### src/rtl/tt_pkg.sv
// Shared types and width helpers for the truth-table scanner.
package tt_pkg;

  typedef enum logic [1:0] {
    IDLE = 2'd0,
    HOLD = 2'd1,
    DONE = 2'd2
  } tt_state_e;

  // Truth-table width for an n-input function.
  function automatic int unsigned tt_width(input int unsigned n);
    return 32'd1 << n;
  endfunction

  // Settle counter width; a zero settle still needs a one-bit counter.
  function automatic int unsigned tt_cnt_width(input int unsigned s);
    return (s == 32'd0) ? 32'd1 : $clog2(s + 32'd1);
  endfunction

  localparam int unsigned TT_NUM_VARS = 32'd3;
  localparam int unsigned TT_TW       = tt_width(TT_NUM_VARS);

endpackage

### src/rtl/truth_table_scanner.sv
// Steps {a,b,c} through every minterm, samples f_in after a settle hold and builds the table.
// Define TT_ONES_COUNT_EN to add the registered popcount output 'ones'.
module truth_table_scanner
  import tt_pkg::*;
#(
  parameter int unsigned NUM_VARS      = TT_NUM_VARS,
  parameter int unsigned SETTLE_CYCLES = 32'd1,
  localparam int unsigned TW           = tt_width(NUM_VARS)
) (
  input  logic                clk,
  input  logic                rst_n,
  input  logic                start,
  input  logic                f_in,
  output logic [NUM_VARS-1:0] abc,
  output logic [TW-1:0]       table_o,
  output logic                busy,
  output logic                done
`ifdef TT_ONES_COUNT_EN
  ,
  output logic [NUM_VARS:0]   ones
`endif
);

  localparam int unsigned CW = tt_cnt_width(SETTLE_CYCLES);

  localparam logic [CW-1:0]       CNT_RELOAD = CW'(SETTLE_CYCLES);
  localparam logic [CW-1:0]       CNT_ONE    = CW'(32'd1);
  localparam logic [NUM_VARS-1:0] ABC_ONE    = NUM_VARS'(32'd1);
  localparam logic [NUM_VARS-1:0] ABC_LAST   = NUM_VARS'(TW - 32'd1);

  tt_state_e           state_q;
  logic [CW-1:0]       cnt_q;
  logic [NUM_VARS-1:0] abc_q;
  logic [TW-1:0]       table_q;
  logic                busy_q;
  logic                done_q;
  logic [NUM_VARS:0]   ones_q;

  // Scan sequencer: state, row pointer, settle counter and all registered outputs.
  always_ff @(posedge clk or negedge rst_n) begin
    if (!rst_n) begin
      state_q <= IDLE;
      cnt_q   <= '0;
      abc_q   <= '0;
      table_q <= '0;
      busy_q  <= 1'b0;
      done_q  <= 1'b0;
      ones_q  <= '0;
    end else begin
      done_q <= 1'b0;
      case (state_q)
        IDLE: begin
          if (start) begin
            state_q <= HOLD;
            table_q <= '0;
            ones_q  <= '0;
            abc_q   <= '0;
            cnt_q   <= CNT_RELOAD;
            busy_q  <= 1'b1;
          end else begin
            state_q <= IDLE;
          end
        end
        HOLD: begin
          if (cnt_q != '0) begin
            cnt_q <= cnt_q - CNT_ONE;
          end else begin
            // Each bit is written once per scan, so a running sum equals the popcount.
            table_q[abc_q] <= f_in;
            ones_q         <= ones_q + (NUM_VARS + 1)'(f_in);
            if (abc_q == ABC_LAST) begin
              state_q <= DONE;
              done_q  <= 1'b1;
              busy_q  <= 1'b0;
              abc_q   <= '0;
            end else begin
              abc_q <= abc_q + ABC_ONE;
              cnt_q <= CNT_RELOAD;
            end
          end
        end
        DONE: begin
          state_q <= IDLE;
        end
        default: begin
          state_q <= IDLE;
          busy_q  <= 1'b0;
          abc_q   <= '0;
        end
      endcase
    end
  end

  assign abc     = abc_q;
  assign table_o = table_q;
  assign busy    = busy_q;
  assign done    = done_q;

`ifdef TT_ONES_COUNT_EN
  assign ones = ones_q;
`else
  logic unused_ones_s;
  assign unused_ones_s = ^ones_q;
`endif

endmodule

### config.mk
export PLATFORM = sky130hd
export DESIGN_NAME = truth_table_scanner
export DESIGN_NICKNAME = d
export VERILOG_FILES = /design/src/rtl/tt_pkg.sv /design/src/rtl/truth_table_scanner.sv
export SDC_FILE = /design/constraint.sdc
export NUM_CORES = 1
export LEC_CHECK = 0
export BUFFER_PORTS_ARGS = -buffer_cell sky130_fd_sc_hd__buf_2
export CAP_MARGIN = 30
export CORE_ASPECT_RATIO = 1.25
export CORE_MARGIN = 2
export CORE_UTILIZATION = 25
export CTS_BUF_LIST = sky130_fd_sc_hd__clkbuf_4
export CTS_CLUSTER_SIZE = 28
export DETAILED_ROUTE_END_ITERATION = 7
export GPL_TIMING_DRIVEN = 0
export MAX_ROUTING_LAYER = met4
export RECOVER_POWER = 100
export SYNTH_ARGS = -nofsm -noshare
export SYNTH_HDL_FRONTEND = slang
export SYNTH_SLANG_ARGS = --single-unit
### constraint.sdc
create_clock -name clk -period 2.4 [get_ports clk]
set_input_delay 0.48 -clock clk [delete_from_list [all_inputs] [get_ports clk]]
set_output_delay 0.48 -clock clk [all_outputs]
set_load 0.005 [all_outputs]
# [Yosys cells after proc, flatten, opt, wreduce, memory -nomap -nowiden]
# Cells that the tools add are included.
[totals] regBits=16 out_inout_bits=13 word_cells=49 inputBits=4
[classes] n_reduce_logical=8 order_cmp=2 addsub=2 muxes=24 eq_ne=6 n_bitwise=1
[op_table] cell="two-way mux 8 bit" n=2
[op_table] cell="one-hot mux 8 bit (2 select lines)" n=1
[op_table] cell="two-way mux 1 bit" n=10
[op_table] cell="two-way mux 3 bit" n=3
[op_table] cell="one-hot mux 3 bit (3 select lines)" n=1
[op_table] cell="bitwise mux 8 bit" n=1
[op_table] cell="inequality test 2 bit, second input constant" n=3
[op_table] cell="AND reduction 3 bit" n=2
[op_table] cell="< comparator 3 x 4 -> 1 bit, second input constant" n=1
[op_table] cell="two-way mux 2 bit" n=2
[op_table] cell="one-hot mux 2 bit (2 select lines)" n=1
[op_table] cell="AND reduction 2 bit" n=2
[op_table] cell="AND reduction 4 bit" n=1
[op_table] cell="adder 3 x 1 -> 3 bit, second input constant" n=1
[op_table] cell="demux 1 bit (select 3 bit)" n=1
[op_table] cell="equality test 3 bit, second input constant" n=1
[op_table] cell="greater-or-equal comparator 3 x 1 -> 1 bit, second input constant" n=1
[op_table] cell="one-hot mux 1 bit (3 select lines)" n=1
[op_table] cell="equality test 2 x 1 -> 1 bit, second input constant" n=1
[op_table] cell="equality test 2 bit, second input constant" n=1
[op_table] cell="logical NOT 2 bit" n=1
[op_table] cell="one-hot mux 1 bit (2 select lines)" n=1
[op_table] cell="nonzero test 2 bit" n=1
[op_table] cell="logical AND 1 bit" n=1
[op_table] cell="2 further kinds" n=2

# [Depth between registers and ports, before layout]
# Gate-level depths: netlist (run 1).
[logic_depth] word_depth=7 mapped_depth=5

# [Least setup slack after synthesis (run 1)]
# OpenSTA, ideal clock, no wires.
[synth_path] path_kind="flip-flop to flip-flop" startpoint="register abc_q[0] (netlist: abc[0])" endpoint="register abc_q[0] (netlist: abc[0])" t_arrival_ns=1.146 setup_slack_ns=1.176 synth_period_minus_slack_ns=1.224 path_stages_with_launch=6 cell_sequence="dfrtp_1 ha_1 ha_1 nor3_1 a21oi_1 o2bb2ai_1"
[synth_via] elab_chain_cells=4 word_cells_on_any_way=5 cone_classes="1 x add/sub; 1 x eq/ne; 3 x mux"
[synth_lines] item="from (decl)" line_no="truth_table_scanner.sv:33" source="logic [NUM_VARS-1:0] abc_q;"
[synth_lines] item="from (signal assigned)" line_no="truth_table_scanner.sv:77" source="abc_q <= abc_q + ABC_ONE;"
[synth_lines] item="adder 3 x 1 -> 3 bit / equality test 3 bit (equally long branches)" line_no="truth_table_scanner.sv:77, truth_table_scanner.sv:71"
[synth_lines] item="two-way mux 3 bit *" line_no="truth_table_scanner.sv:71" source="if (abc_q == ABC_LAST) begin"
[synth_lines] item="two-way mux 3 bit *" line_no="truth_table_scanner.sv:65" source="if (cnt_q != '0) begin"
[synth_lines] item="one-hot mux 3 bit (3 select lines) *" line_no="truth_table_scanner.sv:51" source="case (state_q)"
# Mark *: on every way between the ends. The rest lies on a longest branch, timed or not. The select of a mux whose other input is x is not followed.
# A chain may end at the register's enable or synchronous reset.

# [Final worst setup path (run 1)]
[layout_path] startpoint="register abc_q[0] (netlist: abc[0])" endpoint="output abc[0]"
[layout_lines] item="to (decl)" line_no="truth_table_scanner.sv:14" source="output logic [NUM_VARS-1:0] abc,"
# No word-level cell between the ends.

==> results.md, run 1 <==
* Outcome: completed
* Setup_tns at 0 ns
* Final GP Congestion at 0.755
* Cell leakage power at 0.444 nW
* Slew at the pin closest to its max-slew limit at 0.914 ns
* Number of fillers in the final layout at 355
* Req. time, crit path at 1.92 ns
* Syn Inst Count at 93
* Asr flop ratio synth at 100%
* Gr usage total at 10.1%
* Final Setup Violations at 0
* Number of global-route vias before repair at 728
* Starting Density at 26.7%
* # clock sinks at 16
* Area delta synth->final at 16.0%
* H-tree depth at 1
* Num ports at 17
* Synth Net Count at 99
* Worst path cell trace: clkbuf_1
* Final Routed Wirelength at 1.87 mm
* First-pass GRT wire length at 3.17 mm
* Worst stage delay on the critical path at 0.48 ns
* Via count at 768
* 1st-pass router iterations at 4
* Mean Syn Cell Area at 9.32 um^2
* Critical path launch point type: register
* Unrepaired setup endpoints after global routing: no
* Resized Gates After CTS at 0
* Post-Layout Cell Count at 149
* Synthesis warning total at 0
* Mapped cell area at 867 um^2
* ANT cells at 0
* Die area at 3960 um^2
* Register area share after synthesis at 46.2%
* Peak fanout along the critical path at 8
* Clk pin slew, worst setup/hold paths at 0.10 ns
* Fin worst setup slack at 0.997 ns
* Max-cap violations at 0
* Fraction of layout cells with a size suffix above 1 at 17.0%
* Num CTS Buffers at 3
* Fmax achieved at 713 MHz
* Crit path buf inv count at 1
* FP Rows at 23
* Total power at 1.38 mW
* Routed wire length per instance at 12.5 um
* Worst VDD drop at 0.000641 V
* Placed Cells at 146
* Layout Nets at 120
* Distinct cells, synth at 30
* Via density at 5.15
* CTS Hold Bufs at 0
* Detailed Place HPWL at 1.38 mm
* Final Cycle Share at 58.5%
* DRT iter0 DRCs at 20
* Die height at 69.8 um
* Power Density at 1370 nW/um^2
* Pins over their slew limit at 0
* Pin count of the biggest net entering global routing at 17
* Minimum clock period at 1.40 ns
* Slowest CP cell: dfrtp_1
* Normalized max-slew margin at 39.1%
* # DRC at 0
* Number of synthesized flops with an enable pin at 0
* Setup WS pre-CTS at 1.05 ns
* Post-route ant nets at 0
* Hold Crit Class: input port to asynchronous set/reset pin
* Antenna violations before repair at 0
* FF+latch count, synth at 16
* Max Buffers Root-to-Sink at 2
* Die W at 56.7 um
* TritonCTS clock tree: done
* Ys flop type: dfrtp_1
* Clk_skew at 0.00660 ns
* Overflow after GRT at 0
* Worst Setup Path Type: register to output pin
* Element type at the critical path end: output pin
* Port Buf Inserts at 16
* Root buffer cell: clkbuf_4
* Clock latency on the worst-skew pair at 0.30 ns
* Hold Vio Cnt, Final at 0
* Top delay family on crit path: flip-flops
* Critical Path AT at 0.92 ns
* Core area at 3250 um^2
* Setup Buffers After CTS at 0
-- state kept, by name (all words and copies together), names as in the netlist --
register / cells
busy: 1
done: 1
state_q: 2
table_o: 8
abc: 3
cnt_q: 1
-- routing by layer --
layer / part of all wire, % / vias up / GRT usage, %
li1: - / 368 / -
met1: 46 / 375 / 12.0
met2: 47 / 20 / 16.4
met3: 5.0 / 5 / 1.68
met4: 2.2 / 0 / 5.03
met5: 0 / - / -
-- stage by stage --
step                      hold WS [ns]  utilization, %  instance area [um^2]
after global placement           0.420            30.6                   993
after floorplan                  0.184               -                   867
after CTS                       0.0999            31.2                  1020
after detailed placement         0.426            30.6                   993
final                            0.276            30.9                  1010
after global routing             0.350            30.9                  1010
-- synthesized netlist by cell type (3+ instances only) --
| cell | number | area [um^2] |
|---|---|---|
| o211ai_1 | 4 | 30.0 |
| o2bb2ai_1 | 3 | 26.3 |
| buf_2 | 5 | 25.0 |
| a21oi_1 | 4 | 20.0 |
| nand2_1 | 8 | 30.0 |
| nor2_1 | 5 | 18.8 |
| dfrtp_1 | 16 | 400 |
| o21ai_0 | 7 | 35.0 |
| inv_1 | 4 | 15.0 |
| nand3_1 | 9 | 45.0 |
-- report_power, final --
group          switching [mW]  internal [mW]  leakage [nW]
clock                  0.0921         0.0586        0.0138
combinational           0.418          0.338         0.252
sequential             0.0909          0.385         0.179
total                   0.601          0.781         0.444
-- placed cells by master, fill, tap and decap left out, drive strengths merged, types with 2 or more instances in the layout --
| cell | instances |
|---|---|
| dfrtp | 16 |
| buf | 15 |
| clkbuf | 12 |
| nand3 | 9 |
| nand2 | 8 |
| o21ai | 8 |
| nor2 | 5 |
| o211ai | 4 |
| inv | 4 |
| a21oi | 4 |
| o2bb2ai | 3 |
| nand2b | 2 |
| nor3b | 2 |
| nor2b | 2 |
| mux2i | 2 |
| nand4b | 2 |
| nand3b | 2 |
| nor3 | 2 |
| ha | 2 |
-- logic make-up (layout without fill, tap and decap cells) --
logic type | after synthesis | after routing | share of synthesized area, %
AND/OR/NAND/NOR | 38 | 38 | 24.2
AO/OA/AOI/OAI | 23 | 23 | 17.2
flip-flops | 16 | 16 | 46.2
buffers and inverters | 12 | 31 | 7.21
adder cells (fa/ha/maj) | 2 | 2 | 2.89
multiplexers | 2 | 2 | 2.31
-- final timing paths --
path / slack [ns] / cells after the start / to / from
max: 1.0 / 1 / abc[0] / abc[0]
min: 0.28 / 1 / abc[1] / rst_n
max in group asynchronous: 1.56 / 1 / table_o[2] / rst_n
min in group clk: 0.54 / 1 / busy / state_q[1]
min reg2reg: 0.54 / 1 / busy / state_q[1]
max reg2reg: 1.03 / 5 / table_o[2] / state_q[0]
-- area by class of cell --
cell class | instances | area [um^2] | area share (%)
Buffer | 8 | 46.3 | 4.60
Clock buffer | 3 | 22.5 | 2.24
Inverter | 4 | 15.0 | 1.49
Multi-Input combinational cell | 65 | 404 | 40.2
Sequential cell | 16 | 400 | 39.8
Tap cell | 37 | 46.3 | 4.60
Timing Repair Buffer | 16 | 71.3 | 7.09
Note: power is estimated with default switching activity, not from simulation.
==> run 2: changes to the inputs <==
- clock period: 2.4 -> 1.15 ns (I/O delays scaled with it)
==> results.md, run 2 (synthesis gave the netlist of run 1 again) <==
* Outcome: finished with violations
* Violations in the final reports: setup timing
* Hold Vio Cnt, Final at 0
* Unrepaired setup endpoints after global routing: yes
* R2R depth at 5
* Normalized max-slew margin at 71.1%
* Max Buffers Root-to-Sink at 2
* FP Rows at 23
* Power Density at 2960 nW/um^2
* Via density at 5.16
* Setup WS pre-CTS at -0.116 ns
* First-pass GRT wire length at 3.90 mm
* Port Buf Inserts at 16
* FF-to-FF Start: abc[0]
* ANT cells at 0
* WHS Path Cells at 3
* Setup_tns at -0.226 ns
* Pins over their slew limit at 0
* Most frequent cells in the layout: 11 x dfrtp_1, 9 x buf_4, 9 x buf_2, 9 x nand3_1, 6 x buf_6
* Worst Setup Path Type: register to output pin
* H-tree depth at 1
* Clk_skew at 0.00343 ns
* Layout Nets at 128
* Pin count of the biggest net entering global routing at 17
* Via count at 816
* Number of global-route vias before repair at 878
* Core area at 3250 um^2
* Critical path launch point type: register
* Die area at 3960 um^2
* Starting Density at 26.7%
* Fraction of layout cells with a size suffix above 1 at 41.3%
* Routed wire length per instance at 14.3 um
* WHS at 0.289 ns
* Commonest non-fill, non-tap cell in the layout: dfrtp_1
* Final GP Congestion at 0.754
* Gr usage total at 12.7%
* Post-route ant nets at 0
* Slew at the pin closest to its max-slew limit at 0.434 ns
* Final Setup Violations at 8
* TritonCTS clock tree: done
* Critical Path Sink: abc[1]
* Num ports at 17
* Root buffer cell: clkbuf_4
* Worst flop-to-flop path endpoint: abc[0]
* Cell leakage power at 0.525 nW
* R2R Setup Slk at -0.06 ns
* Max reg flops at 8
* Die height at 69.8 um
* Die W at 56.7 um
* DRT iter0 DRCs at 28
* Fmax achieved at 807 MHz
* Fin worst setup slack at -0.0892 ns
* Clock latency on the worst-skew pair at 0.29 ns
* Peak fanout along the critical path at 3
* Clk pin slew, worst setup/hold paths at 0.10 ns
* Element type at the critical path end: output pin
* 1st-pass router iterations at 4
* Overflow after GRT at 0
* Minimum clock period at 1.24 ns
* Worst VDD drop at 0.00136 V
* Detailed Place HPWL at 1.44 mm
* Number of fillers in the final layout at 335
* Post-layout util at 37.6%
* Hold Crit Class: input port to register
* Final Routed Wirelength at 2.25 mm
* # DRC at 0
* Num CTS Buffers at 3
* Critical Path AT at 1.01 ns
* Area delta synth->final at 41.1%
* Antenna violations before repair at 0
* Final instance area at 1220 um^2
* Max-cap violations at 0
* Final Cycle Share at 108%
* Req. time, crit path at 0.92 ns
* Crit path launch: abc[1]
* # clock sinks at 16
* Placed inst area at 1010 um^2
[run 2: worst min-delay path by stage]
stage | start | to | slack, ns
2_1_floorplan | rst_n | abc[0] | -0.07
3_3_place_gp | rst_n | table_o[5] | 0.17
3_5_place_dp | rst_n | table_o[7] | 0.17
4_1_cts | start | abc[2] | 0.32
5_1_grt | start | abc[2] | 0.29
6_report | start | abc[2] | 0.29
[run 2: critical path, cell delays in order, from the launching register on]
cell and delay (ns):
dfrtp_1 0.43, clkbuf_2 0.16, buf_6 0.13
[run 2: metal layers]
| layer | vias up | wire, um | share of wire (%) | track usage [%] |
|---|---|---|---|---|
| li1 | 389 | - | - | - |
| met1 | 410 | 955 | 42 | 13.8 |
| met2 | 15 | 1210 | 54 | 21.8 |
| met3 | 2 | 63 | 2.8 | 2.24 |
| met4 | 0 | 21 | 0.93 | 6.08 |
| met5 | - | 0 | 0 | - |
[run 2: metrics by stage]
stage | instances | total power, mW
after floorplan | 93 | 2.19
after global placement | 146 | 2.61
after detailed placement | 146 | 2.69
after CTS | 157 | 3.42
after global routing | 158 | 3.95
final | 158 | 3.62
[run 2: power breakdown]
group | total (mW) | internal, mW | leakage, nW | switching (mW)
combinational | 2.23 | 1.15 | 0.337 | 1.08
sequential | 1.07 | 0.818 | 0.173 | 0.257
clock | 0.322 | 0.126 | 0.0154 | 0.195
total | 3.62 | 2.09 | 0.525 | 1.53
[run 2: area by class of cell]
| type | count | area [um^2] | area share (%) |
|---|---|---|---|
| buffer | 5 | 46.3 | 3.78 |
| multi-input combinational | 65 | 510 | 41.7 |
| inverter | 4 | 15.0 | 1.23 |
| tap | 37 | 46.3 | 3.78 |
| clock buffer | 3 | 22.5 | 1.84 |
| timing repair buffer | 27 | 173 | 14.1 |
| sequential | 16 | 407 | 33.2 |
| clock inverter | 1 | 3.75 | 0.307 |
[run 2: timing repair]
| action | 4_1_cts | 5_1_grt |
|---|---|---|
| hold endpoints to repair | 16 | 0 |
| hold buffers | 1 | 0 |
| setup buffers | 8 | 2 |
| resized for setup | 21 | 20 |
| pin swaps | 6 | 14 |
| endpoints found under the setup margin | 13 | 15 |
